## src/rtl/dvp_rgb565_capture.sv

```systemverilog
// Single-frame DVP receiver: locks to a VSYNC active->inactive edge, pairs HREF-qualified
// bytes into RGB565 pixels with X/Y, and flags line/frame shape errors.
module dvp_rgb565_capture #(
    parameter bit VSYNC_ACTIVE_HIGH = 1'b1
) (
    input  logic        capture_clk,
    input  logic        capture_reset_n,
    input  logic        capture_enable,
    input  logic        capture_start,
    input  logic [12:0] horizontal_resolution,
    input  logic [11:0] vertical_resolution,
    input  logic        dvp_vsync,
    input  logic        dvp_href,
    input  logic [7:0]  dvp_data,
    output logic [15:0] pixel_data,
    output logic        pixel_valid,
    output logic [12:0] pixel_x,
    output logic [11:0] pixel_y,
    output logic        frame_rdy,
    output logic [2:0]  frame_error,
    output logic        capture_busy
);
    typedef enum logic [2:0] {IDLE, ARM, SYNC, CAPTURE, DONE} state_t;

    state_t      state;
    logic [12:0] hres, x;
    logic [11:0] vres, y;
    logic [7:0]  hi_byte;
    logic        phase, href_d;

    logic        vsync_act, last_line, x_in_range;
    logic [12:0] y_next, x_next;

    assign vsync_act  = (dvp_vsync == VSYNC_ACTIVE_HIGH);
    assign y_next     = {1'b0, y} + 13'd1;
    assign last_line  = (y_next >= {1'b0, vres});
    assign x_in_range = (x < hres);
    // X saturates rather than wrapping so an over-long line can never alias back into range
    assign x_next     = (x == 13'h1FFF) ? x : x + 13'd1;

    always_ff @(posedge capture_clk or negedge capture_reset_n) begin
        if (!capture_reset_n) begin
            state        <= IDLE;
            hres         <= '0;
            vres         <= '0;
            x            <= '0;
            y            <= '0;
            hi_byte      <= '0;
            phase        <= 1'b0;
            href_d       <= 1'b0;
            pixel_data   <= '0;
            pixel_valid  <= 1'b0;
            pixel_x      <= '0;
            pixel_y      <= '0;
            frame_rdy    <= 1'b0;
            frame_error  <= '0;
            capture_busy <= 1'b0;
        end else if (!capture_enable) begin
            pixel_valid <= 1'b0;
        end else begin
            pixel_valid <= 1'b0;
            if (capture_start) begin
                state        <= ARM;
                capture_busy <= 1'b1;
                x            <= '0;
                y            <= '0;
                phase        <= 1'b0;
                href_d       <= 1'b0;
                frame_error  <= '0;
                frame_rdy    <= 1'b0;
                hres         <= horizontal_resolution;
                vres         <= vertical_resolution;
            end else begin
                case (state)
                    ARM:  if (vsync_act) state <= SYNC;
                    SYNC: if (!vsync_act) begin
                        state  <= CAPTURE;
                        href_d <= 1'b0;
                    end
                    CAPTURE: begin
                        href_d <= dvp_href;
                        if (vsync_act) begin
                            // VSYNC before the last line closed: short frame
                            frame_error[2] <= 1'b1;
                            frame_rdy      <= 1'b1;
                            capture_busy   <= 1'b0;
                            state          <= DONE;
                        end else if (dvp_href) begin
                            phase <= ~phase;
                            if (!phase) begin
                                hi_byte <= dvp_data;
                            end else begin
                                x <= x_next;
                                if (x_in_range) begin
                                    pixel_valid <= 1'b1;
                                    pixel_data  <= {hi_byte, dvp_data};
                                    pixel_x     <= x;
                                    pixel_y     <= y;
                                end else begin
                                    frame_error[1] <= 1'b1;
                                end
                            end
                        end else if (href_d) begin
                            if (phase)     frame_error[0] <= 1'b1;
                            if (x != hres) frame_error[1] <= 1'b1;
                            x     <= '0;
                            phase <= 1'b0;
                            y     <= y_next[11:0];
                            if (last_line) begin
                                state        <= DONE;
                                frame_rdy    <= 1'b1;
                                capture_busy <= 1'b0;
                            end
                        end
                    end
                    default: ;
                endcase
            end
        end
    end
endmodule

```

## config.mk

```make
export PLATFORM = sky130hd
export DESIGN_NAME = dvp_rgb565_capture
export DESIGN_NICKNAME = d
export VERILOG_FILES = /design/src/rtl/dvp_rgb565_capture.sv
export SDC_FILE = /design/constraint.sdc
export NUM_CORES = 1
export LEC_CHECK = 0
export ABC_AREA = 1
export ABC_CLOCK_PERIOD_IN_PS = 4650
export BUFFER_PORTS_ARGS = -buffer_cell sky130_fd_sc_hd__clkbuf_2
export CAP_MARGIN = 20
export CORE_MARGIN = 8
export CORE_UTILIZATION = 61
export DETAILED_ROUTE_END_ITERATION = 12
export PLACE_DENSITY_LB_ADDON = 0.08
export RECOVER_POWER = 100
export SETUP_SLACK_MARGIN = 0.5
export SLEW_MARGIN = 10
export SYNTH_ARGS = -nofsm -noshare
export SYNTH_HDL_FRONTEND = slang
export SYNTH_SLANG_ARGS = --single-unit
```

## constraint.sdc

```tcl
create_clock -name capture_clk -period 4.65 [get_ports capture_clk]
set_clock_uncertainty 0.1 [all_clocks]
set_input_delay 1.1625 -clock capture_clk [delete_from_list [all_inputs] [get_ports capture_clk]]
set_output_delay 1.1625 -clock capture_clk [all_outputs]
set_load 0.05 [all_outputs]
```

==> flow_metrics.env, run 1 <==
export IMPL_worstSetupPathType="primary input to register"
export IMPL_dr_wl_met2_mm=6.70
export IMPL_cp_slowest_cell="nor2_1"
export IMPL_synth_edff_count=0
export IMPL_whs_ps=380
export IMPL_grt_max_degree=73
export IMPL_hold_viol_final=0
export IMPL_worst_slew_pin_transition_ps=1740
export IMPL_async_flop_share=1.00
export IMPL_synth_top_cell_area_share=0.493
export IMPL_wl_met1_mm=5.21
export IMPL_tritoncts="done"
export IMPL_crit_path_end_kind="register"
export IMPL_switching_share=0.344
export IMPL_path_cells="clkbuf_1, inv_1, nand2_1, nand2_1, inv_1, nand2_1, nor2_1, nand2_1, o21ai_0"
export IMPL_cts_resized=0
export IMPL_grt_pass1_vias=4501
export IMPL_slowest_delay_ps=780
export IMPL_clk_latency_ps=370
export IMPL_comb_power_share=0.236
export IMPL_power_frac_seq=0.496
export IMPL_yosysUniqueCellTypes=28
export IMPL_critPathMaxFanout=23
export IMPL_static_leakage_power_nw=3.09
export IMPL_grt_pass1_wl_mm=21.3
export IMPL_wl_met3_um=457
export IMPL_final_cells=850
export IMPL_cp_required_ps=4830
export IMPL_synth_nets=721
export IMPL_clockBufferDepth=2
export IMPL_report_final_setup_viol=0
export IMPL_antennaDiodeCount=0
export IMPL_syn_cell_area_mm2=0.00558
export IMPL_die_x_um=112
export IMPL_startpoint_type="primary input"
export IMPL_fin_crit_ps=3640
export IMPL_power_frac_clock=0.268
export IMPL_wl_per_cell_um=14.9
export IMPL_cts_sinks=110
export IMPL_top_layer="met4"
export IMPL_synth_adder_area_share=0.0628
export IMPL_yosysTopAreaCell="dfrtp_1"
export IMPL_gr_total_overflow=0
export IMPL_synthTopCellsByCount="nand2_1, dfrtp_1, inv_1"
export IMPL_muxShareOfSynthArea=0
export IMPL_dpl_worst_slack_ps=1280
export IMPL_final_nets=801
export IMPL_vias_per_cell=5.33
export IMPL_synthXorXnorAreaFrac=0.0235
export IMPL_max_freq_mhz=275
export IMPL_cts_buffers=9
export IMPL_drc=0
export IMPL_ys_warn_count=0
export IMPL_ys_seq_elements=110
export IMPL_internal_power_mw=1.56
export IMPL_grt_setup_unrepaired="false"
export IMPL_port_buffers=85
export IMPL_row_count=35
export IMPL_crit_top_cell="nand2_1"
export IMPL_pin_count=86
export IMPL_period_share=0.782
export IMPL_grtUsageTotal=0.208
export IMPL_drtAntennaViolNets=0
export IMPL_synth_cells=654
export IMPL_run_status="complete, but fails checks"
export IMPL_cts_setup_buffers=0
export IMPL_p_switching_uw=819
export IMPL_critPathArrivalTime_ps=3810
export IMPL_layout_setup_ws_ps=1010
export IMPL_syn2layout_area_growth_pct=8.75
export IMPL_place_congestion=0.873
export IMPL_drt_iter0_drc=255
export IMPL_vdd_drop_max_uv=275
export IMPL_root_buffer="clkbuf_8"
export IMPL_violations="capacitance limit, slew limit"
export IMPL_design_die_area_mm2=0.0125
export IMPL_postCtsHoldBufs=0
export IMPL_tns_ps=0
export IMPL_die_y_um=112
export IMPL_cts_clk_slew_worst_paths_ps=100
export IMPL_cts_max_level=3
export IMPL_cap_violations=1
export IMPL_synth_main_ff_cell="dfrtp_1"
export IMPL_yosys_top_cells_area="dfrtp_1, nand2_1, ha_1"
export IMPL_dp_hpwl_mm=9.60
export IMPL_dp_cells=833
export IMPL_routed_wirelength_mm=12.6
export IMPL_powerDensity_mw_per_mm2=392
export IMPL_synth_compound_area_share=0.124
export IMPL_slew_headroom=-0.163
export IMPL_synth_top_family_by_area="simple AND/OR/NAND/NOR gates"
export IMPL_synth_seq_area_share=0.493
export IMPL_synth_most_common_cell="nand2_1"
export IMPL_drive_above_1_share=0.0839
export IMPL_synth_simple_area_share=0.204
export IMPL_first_pass_iters=5
export IMPL_antenna_found_initial=0
export IMPL_core_area_mm2=0.00906
export IMPL_utilization=0.669
export IMPL_drv_slew=73
export IMPL_avgSynthCellArea_um2=8.53
export IMPL_vias=4529
export IMPL_start_util=0.615
export IMPL_hold_path_class="register to register"
==> worst paths after layout <==
path | startpoint | endpoint | slack (ps) | cells after the start
setup / recovery | capture_start | y[0] | 1010 | 9
hold / removal | hi_byte[0] | pixel_data[8] | 380 | 2
setup reg to reg | state[2] | y[0] | 1810 | 9
hold reg to reg | hi_byte[0] | pixel_data[8] | 380 | 2
max in group asynchronous | capture_reset_n | pixel_data[9] | 1500 | 2
min in group asynchronous | capture_reset_n | vres[6] | 1160 | 1
==> cells by family after synthesis <==
logic type | count (synthesis)
AOI/OAI and AO/OA | 118
buffers and inverters | 113
xor gates and xnor gates | 15
adders and majority gates | 28
DFF | 110
and+or+nand+nor | 270
==> registers in the layout (all words and copies together) (netlist names) <==
register / count
capture_busy: 1
frame_error: 3
frame_rdy: 1
hi_byte: 8
href_d: 1
hres: 13
phase: 1
pixel_data: 16
pixel_valid: 1
pixel_x: 13
pixel_y: 12
state: 3
vres: 12
x: 13
y: 12
==> power by group through the flow <==
stage,Sequential (mW),Clock [mW],Combinational [mW]
floorplan,1.27,0,0.340
global placement,1.19,0,0.568
detailed placement,1.20,0,0.591
CTS,1.18,0.656,0.595
global route,1.20,0.688,0.637
finish,1.18,0.638,0.562
==> cells in the final DEF, fill, tap and decap left out, types with 2 or more instances in the layout <==
master	netlist	routed
inv_1	86	89
inv_2	7	3
clkbuf_1	6	51
clkinvlp_4	0	2
clkbuf_2	0	37
clkbuf_8	0	9
dfrtp_1	110	110
o21bai_1	2	2
nor3_1	11	12
o21a_1	2	2
nor2_1	42	44
o22ai_1	7	7
xor2_1	15	15
nand4_1	7	7
a21oi_1	14	14
nand2_1	163	167
o21ai_0	47	90
bufinv_16	0	2
ha_1	28	28
nand3_1	36	35
==> cell type report <==
cell class | count | area, µm²
Fill cell | 825 | 3000
Sequential cell | 110 | 2750
Clock inverter | 7 | 104
Clock buffer | 9 | 124
Inverter | 93 | 349
Multi-Input combinational cell | 431 | 2210
Tap cell | 111 | 139
Timing Repair Buffer | 89 | 384
==> routing by layer <==
metal,up-vias,track usage
li1,2263,-
met1,2147,0.240
met2,94,0.367
met3,25,0.0476
met4,0,0.0757
met5,-,0
==> metrics by stage <==
| stage | area (µm²) | total power, mW |
|---|---|---|
| floorplan | 5580 | 1.61 |
| global placement | 6020 | 1.76 |
| detailed placement | 6020 | 1.79 |
| CTS | 6250 | 2.43 |
| global route | 6070 | 2.53 |
| finish | 6070 | 2.38 |
==> worst max-delay path, delay by kind of cell <==
kind / cells / cell delay (ps)
AOI/OAI and AO/OA: 1 / 280
buffers and inverters: 3 / 700
and+or+nand+nor: 5 / 1660
Note: power is estimated with default switching activity, not from simulation.
==> run 2: changes to the inputs <==
--- a/config.mk
+++ b/config.mk
@@ -5,12 +5,12 @@
 export SDC_FILE = /design/constraint.sdc
 export NUM_CORES = 1
 export LEC_CHECK = 0
-export ABC_AREA = 1
-export ABC_CLOCK_PERIOD_IN_PS = 4650
+export ABC_AREA = 0
+export ABC_CLOCK_PERIOD_IN_PS = 3050
 export BUFFER_PORTS_ARGS = -buffer_cell sky130_fd_sc_hd__clkbuf_2
 export CAP_MARGIN = 20
 export CORE_MARGIN = 8
-export CORE_UTILIZATION = 61
+export CORE_UTILIZATION = 52
 export DETAILED_ROUTE_END_ITERATION = 12
 export PLACE_DENSITY_LB_ADDON = 0.08
 export RECOVER_POWER = 100
==> constraint.sdc (replaced) <==
create_clock -name capture_clk -period 3.05 [get_ports capture_clk]
set_clock_uncertainty 0.1 [all_clocks]
set_input_delay 0.7625 -clock capture_clk [delete_from_list [all_inputs] [get_ports capture_clk]]
set_output_delay 0.7625 -clock capture_clk [all_outputs]
set_load 0.05 [all_outputs]
==> run 2 against run 1 <==
Power is 51% higher. Hold slack improved by 15 ps. Synthesized cell count fell by 27%. First-iteration DRC count shrank 45%. Combinational power up 57%. Sequential share of layout area fell by 1.9 points. The run now ends clean. Count of clock-buffer cells in the layout stayed put. Register-to-register slack lost 1500 ps. Largest power group unchanged. Routed wire length decreased by 4.2%. Design area rose by 4.4%. Worst setup slack got worse by 680 ps.
==> flow_metrics.env, run 2 <==
export IMPL_synthXorXnorAreaFrac=0.0140
export IMPL_hold_path_depth=1
export IMPL_yosys_top_cells_area="dfrtp_1, mux2_4, mux2_2"
export IMPL_drtAntennaViolNets=0
export IMPL_start_util=0.528
export IMPL_port_buffers=85
export IMPL_ys_seq_elements=110
export IMPL_synth_edff_count=0
export IMPL_worst_slew_pin_transition_ps=1110
export IMPL_drt_iter0_drc=141
export IMPL_clk_latency_ps=370
export IMPL_first_pass_iters=4
export IMPL_n_fill_cell=956
export IMPL_run_status="finished, final reports clean"
export IMPL_worstHoldStart="hi_byte[1]"
export IMPL_final_nets=648
export IMPL_startpoint_type="register"
export IMPL_row_count=38
export IMPL_place_congestion=0.849
export IMPL_synth_simple_area_share=0.115
export IMPL_synth_seq_area_share=0.488
export IMPL_synth_compound_area_share=0.0955
export IMPL_fin_crit_ps=2720
export IMPL_yosysTopAreaCell="dfrtp_1"
export IMPL_static_leakage_power_nw=3.12
export IMPL_r2r_cells=11
export IMPL_vdd_drop_max_uv=344
export IMPL_cp_slowest_cell="dfrtp_2"
export IMPL_report_final_setup_viol=0
export IMPL_largest_reg_flops=16
export IMPL_root_buffer="clkbuf_8"
export IMPL_hold_path_class="register to register"
export IMPL_dp_cells=697
export IMPL_path_cells="nand3_1, nor4_4, and2_0, xnor2_1, clkinv_1, ha_4, a211oi_2, o31ai_1, a31oi_1, o211a_1, a221o_1"
export IMPL_vias=3911
export IMPL_dp_hpwl_mm=8.73
export IMPL_ys_warn_count=0
export IMPL_design_die_area_mm2=0.0144
export IMPL_hold_viol_final=0
export IMPL_whs_ps=395
export IMPL_path_delay_family="compound AO/OA/AOI/OAI gates"
export IMPL_gr_total_overflow=0
export IMPL_powerDensity_mw_per_mm2=569
export IMPL_die_x_um=120
export IMPL_cts_sinks=110
export IMPL_critPathMaxFanout=4
export IMPL_drive_above_1_share=0.224
export IMPL_avgSynthCellArea_um2=11.8
export IMPL_r2r_slack_ps=330
export IMPL_grt_pass1_wl_mm=20.2
export IMPL_syn_cell_area_mm2=0.00564
export IMPL_slowest_delay_ps=400
export IMPL_yosysUniqueCellTypes=61
export IMPL_critPathArrivalTime_ps=2880
export IMPL_synth_main_ff_cell="dfrtp_1"
export IMPL_dpl_worst_slack_ps=236
export IMPL_mostFrequentLayoutCell="dfrtp_1"
export IMPL_cts_clk_slew_worst_paths_ps=110
export IMPL_worstSetupPathType="register to register"
export IMPL_hold_end="pixel_data[9]"
export IMPL_drc=0
export IMPL_timing_rr_start="y[5]"
export IMPL_layout_setup_ws_ps=332
export IMPL_synthTopCellsByCount="dfrtp_1, mux2_4, nand2_1"
export IMPL_cts_max_level=3
export IMPL_final_area_mm2=0.00634
export IMPL_synth_top_family_by_area="multiplexers"
export IMPL_drv_slew=0
export IMPL_crit_path_end_kind="register"
export IMPL_clockBufferDepth=2
export IMPL_synth_nets=546
export IMPL_slew_headroom=0.258
export IMPL_period_share=0.891
export IMPL_die_y_um=120
export IMPL_routed_wirelength_mm=12.1
export IMPL_cts_buffers=9
export IMPL_antenna_found_initial=0
export IMPL_muxShareOfSynthArea=0.181
export IMPL_synth_most_common_cell="dfrtp_1"
export IMPL_antennaDiodeCount=0
export IMPL_grt_max_degree=47
export IMPL_placed_area_mm2=0.00625
export IMPL_synth_adder_area_share=0.0621
export IMPL_rr_endpoint="state[1]"
export IMPL_cp_required_ps=3210
export IMPL_grtUsageTotal=0.171
export IMPL_syn2layout_area_growth_pct=12.3
export IMPL_final_cells=726
export IMPL_tritoncts="done"
export IMPL_synth_cells=479
export IMPL_wl_per_cell_um=16.7
export IMPL_grt_pass1_vias=4087
export IMPL_path_buf_inv=1
export IMPL_synth_top_cell_area_share=0.488
export IMPL_pin_count=86
export IMPL_cap_violations=0
export IMPL_async_flop_share=1.00
export IMPL_vias_per_cell=5.39
export IMPL_core_area_mm2=0.0107
export IMPL_tns_ps=0
export IMPL_grt_setup_unrepaired="true"
export IMPL_critPathLaunch="y[5]"
export IMPL_max_freq_mhz=368
export IMPL_final_cell_mix="dfrtp_1, clkbuf_1, clkbuf_2"
export IMPL_regMostFlops="pixel_data"
run 2: cell families after synthesis:
logic type | Yosys count
compound gates | 79
xor+xnor | 9
fa+ha+maj | 28
buf+inv | 56
flops | 110
mux | 78
simple gates | 119
run 2: layout make-up:
cell class	count	area, µm²	share of cell area
flip-flops and latches	110	2760	0.435
repair buffers	110	514	0.0812
multi-input cells	313	2550	0.402
well taps	140	175	0.0276
clock buffers	9	124	0.0195
clock inverters	7	80.1	0.0126
inverters	37	139	0.0219
run 2: how the worst max path moves through the flow:
stage / endpoint / slack [ps] / cells after the start
3_3_place_gp: state[1] / 300 / 11
2_1_floorplan: state[1] / 510 / 11
4_1_cts: state[1] / 500 / 11
3_5_place_dp: state[1] / 240 / 11
6_report: state[1] / 330 / 11
5_1_grt: state[1] / 170 / 11
run 2: through the flow:
stage / power, mW / util
4_1_cts: 3.71 / 0.618
3_5_place_dp: 2.76 / 0.585
3_3_place_gp: 2.73 / 0.585
6_report: 3.60 / 0.592
2_1_floorplan: 2.49 / -
5_1_grt: 3.80 / 0.592
run 2: report_power, final:
group / internal, mW / switching, mW
combinational: 0.319 / 0.564
clock: 0.394 / 0.527
sequential: 1.65 / 0.149
run 2: routing by layer:
layer  vias up  global-route usage  wire (µm)
li1       1902                   -          -
met1      1924               0.216       5600
met2        71               0.289       5960
met5         -                   0          0
met3        14              0.0280        369
met4         0              0.0679        178
run 2: what timing repair did:
action | CTS | global route
pin swaps | 12 | 3
gates resized for setup | 14 | 9
hold buffers | 0 | 0
cloned | 0 | 0
setup buffers | 11 | 2
endpoints found under the setup margin | 5 | 5
==> run 3: changes to the inputs <==
--- a/config.mk
+++ b/config.mk
@@ -12,7 +12,7 @@
 export CORE_MARGIN = 8
 export CORE_UTILIZATION = 52
 export DETAILED_ROUTE_END_ITERATION = 12
-export PLACE_DENSITY_LB_ADDON = 0.08
+export PLACE_DENSITY = 0.77
 export RECOVER_POWER = 100
 export SETUP_SLACK_MARGIN = 0.5
 export SLEW_MARGIN = 10
==> run 3 against run 2 <==
Hold slack worse by 150 ps. Sequential power about the same. Critical path type unchanged. Critical endpoint unchanged. Die area unchanged. The run now ends with capacitance limit, slew limit left.
==> flow_metrics.env, run 3 (synthesis results as in run 2) <==
export IMPL_path_cells="nand3_4, nor4_4, and2_4, xnor2_4, inv_2, ha_4, nand3_2, nor2_2, nand4_1, o211a_1, a221o_1"
export IMPL_switching_share=0.337
export IMPL_final_cell_mix="dfrtp_1, clkbuf_1, nand2_1"
export IMPL_path_delay_family="simple AND/OR/NAND/NOR gates"
export IMPL_drt_iter0_drc=300
export IMPL_vias_per_cell=5.58
export IMPL_die_x_um=120
export IMPL_largest_reg_flops=16
export IMPL_power_frac_seq=0.506
export IMPL_first_pass_iters=5
export IMPL_period_share=0.882
export IMPL_wl_per_cell_um=17.4
export IMPL_static_leakage_power_nw=3.18
export IMPL_report_final_setup_viol=0
export IMPL_dp_hpwl_mm=9.07
export IMPL_worst_slew_pin_transition_ps=1590
export IMPL_gr_total_overflow=0
export IMPL_slew_headroom=-0.0571
export IMPL_violations="capacitance limit, slew limit"
export IMPL_drv_slew=32
export IMPL_rr_endpoint="state[1]"
export IMPL_grtUsageTotal=0.172
export IMPL_antenna_found_initial=0
export IMPL_clockBufferDepth=2
export IMPL_critPathMaxFanout=6
export IMPL_drive_above_1_share=0.228
export IMPL_run_status="complete, but fails checks"
export IMPL_r2r_cells=11
export IMPL_drtAntennaViolNets=0
export IMPL_worstSetupPathType="register to register"
export IMPL_fin_crit_ps=2690
export IMPL_place_congestion=0.869
export IMPL_tns_ps=0
export IMPL_cts_clk_slew_worst_paths_ps=100
export IMPL_cts_buffers=9
export IMPL_powerDensity_mw_per_mm2=560
export IMPL_cp_required_ps=3220
export IMPL_internal_power_mw=2.37
export IMPL_cap_violations=1
export IMPL_r2r_slack_ps=360
export IMPL_power_frac_clock=0.244
export IMPL_startpoint_type="register"
export IMPL_routed_wirelength_mm=12.5
export IMPL_comb_power_share=0.250
export IMPL_start_util=0.528
export IMPL_cts_max_level=3
export IMPL_antennaDiodeCount=0
export IMPL_port_buffers=85
export IMPL_vdd_drop_max_uv=296
export IMPL_p_switching_mw=1.21
export IMPL_cp_slowest_cell="dfrtp_1"
export IMPL_totalPowerFinal_mw=3.58
export IMPL_postCtsHoldBufs=0
export IMPL_pin_count=86
export IMPL_critPathArrivalTime_ps=2860
export IMPL_syn2layout_area_growth_pct=13.3
export IMPL_crit_path_end_kind="register"
export IMPL_grt_pass1_vias=4174
export IMPL_drc=0
export IMPL_cts_sinks=110
export IMPL_design_die_area_mm2=0.0144
export IMPL_hold_path_class="primary input to asynchronous set/reset pin"
export IMPL_max_freq_mhz=372
export IMPL_clk_latency_ps=370
export IMPL_root_buffer="clkbuf_8"
export IMPL_grt_setup_unrepaired="true"
export IMPL_slowest_delay_ps=490
export IMPL_timing_rr_start="y[5]"
export IMPL_row_count=38
export IMPL_grt_max_degree=52
export IMPL_n_fill_cell=945
export IMPL_vias=4034
export IMPL_path_buf_inv=1
export IMPL_hold_viol_final=0
export IMPL_tritoncts="done"
export IMPL_mostFrequentLayoutCell="dfrtp_1"
export IMPL_core_area_mm2=0.0107
export IMPL_regMostFlops="pixel_data"
export IMPL_final_nets=647
export IMPL_critPathLaunch="y[5]"
export IMPL_grt_pass1_wl_mm=20.4
export IMPL_die_y_um=120
run 3: stage by stage:
stage	cells	utilization	setup WS [ps]	hold WS [ps]	area, µm²
2_1_floorplan	479	-	506	367	5650
3_3_place_gp	695	0.583	321	382	6240
3_5_place_dp	695	0.583	256	389	6240
4_1_cts	715	0.612	421	270	6550
5_1_grt	723	0.598	182	282	6390
6_report	723	0.598	359	245	6390
run 3: power groups by stage:
stage          Combinational [mW]  Clock (mW)  Sequential [mW]
2_1_floorplan               0.475           0             2.01
6_report                    0.896       0.873             1.81
4_1_cts                     0.954       0.886             1.82
5_1_grt                     0.983       0.949             1.84
3_3_place_gp                0.879           0             1.83
3_5_place_dp                0.914           0             1.85
run 3: final cells by class:
type	count	area (µm²)	share of cell area
Sequential cell	110	2760	0.431
Inverter	37	139	0.0217
Multi-Input combinational cell	313	2610	0.409
Timing Repair Buffer	109	520	0.0814
Clock inverter	3	46.3	0.00724
Clock buffer	11	141	0.0221
Tap cell	140	175	0.0274
run 3: worst max-delay path by stage:
stage	endpoint	slack, ps	cells after the start
2_1_floorplan	state[1]	510	11
3_3_place_gp	state[1]	320	11
3_5_place_dp	state[1]	260	11
4_1_cts	state[1]	420	11
5_1_grt	state[0]	180	6
6_report	state[1]	360	11
run 3: routing by layer:
metal	wire, µm	GRT usage	vias up
li1	-	-	1898
met3	668	0.0308	16
met4	212	0.0671	0
met1	5740	0.227	2010
met5	0	0	-
met2	5930	0.277	110
run 3: worst register-to-register path, delay by kind of cell, from the launching register on:
kind / cells / cell delay [ps]
buffers and inverters: 1 / 70
flip-flops: 1 / 490
XOR/XNOR: 1 / 120
AND/OR/NAND/NOR: 6 / 980
adder cells (fa/ha/maj): 1 / 280
AO/OA/AOI/OAI: 2 / 550
run 3: timing repair:
action                                  in CTS  in global routing
endpoints found under the setup margin       5                  5
gates resized for setup                     13                 15
hold endpoints to repair                     0                  0
setup buffers                                6                  8
pin swaps                                   11                  6
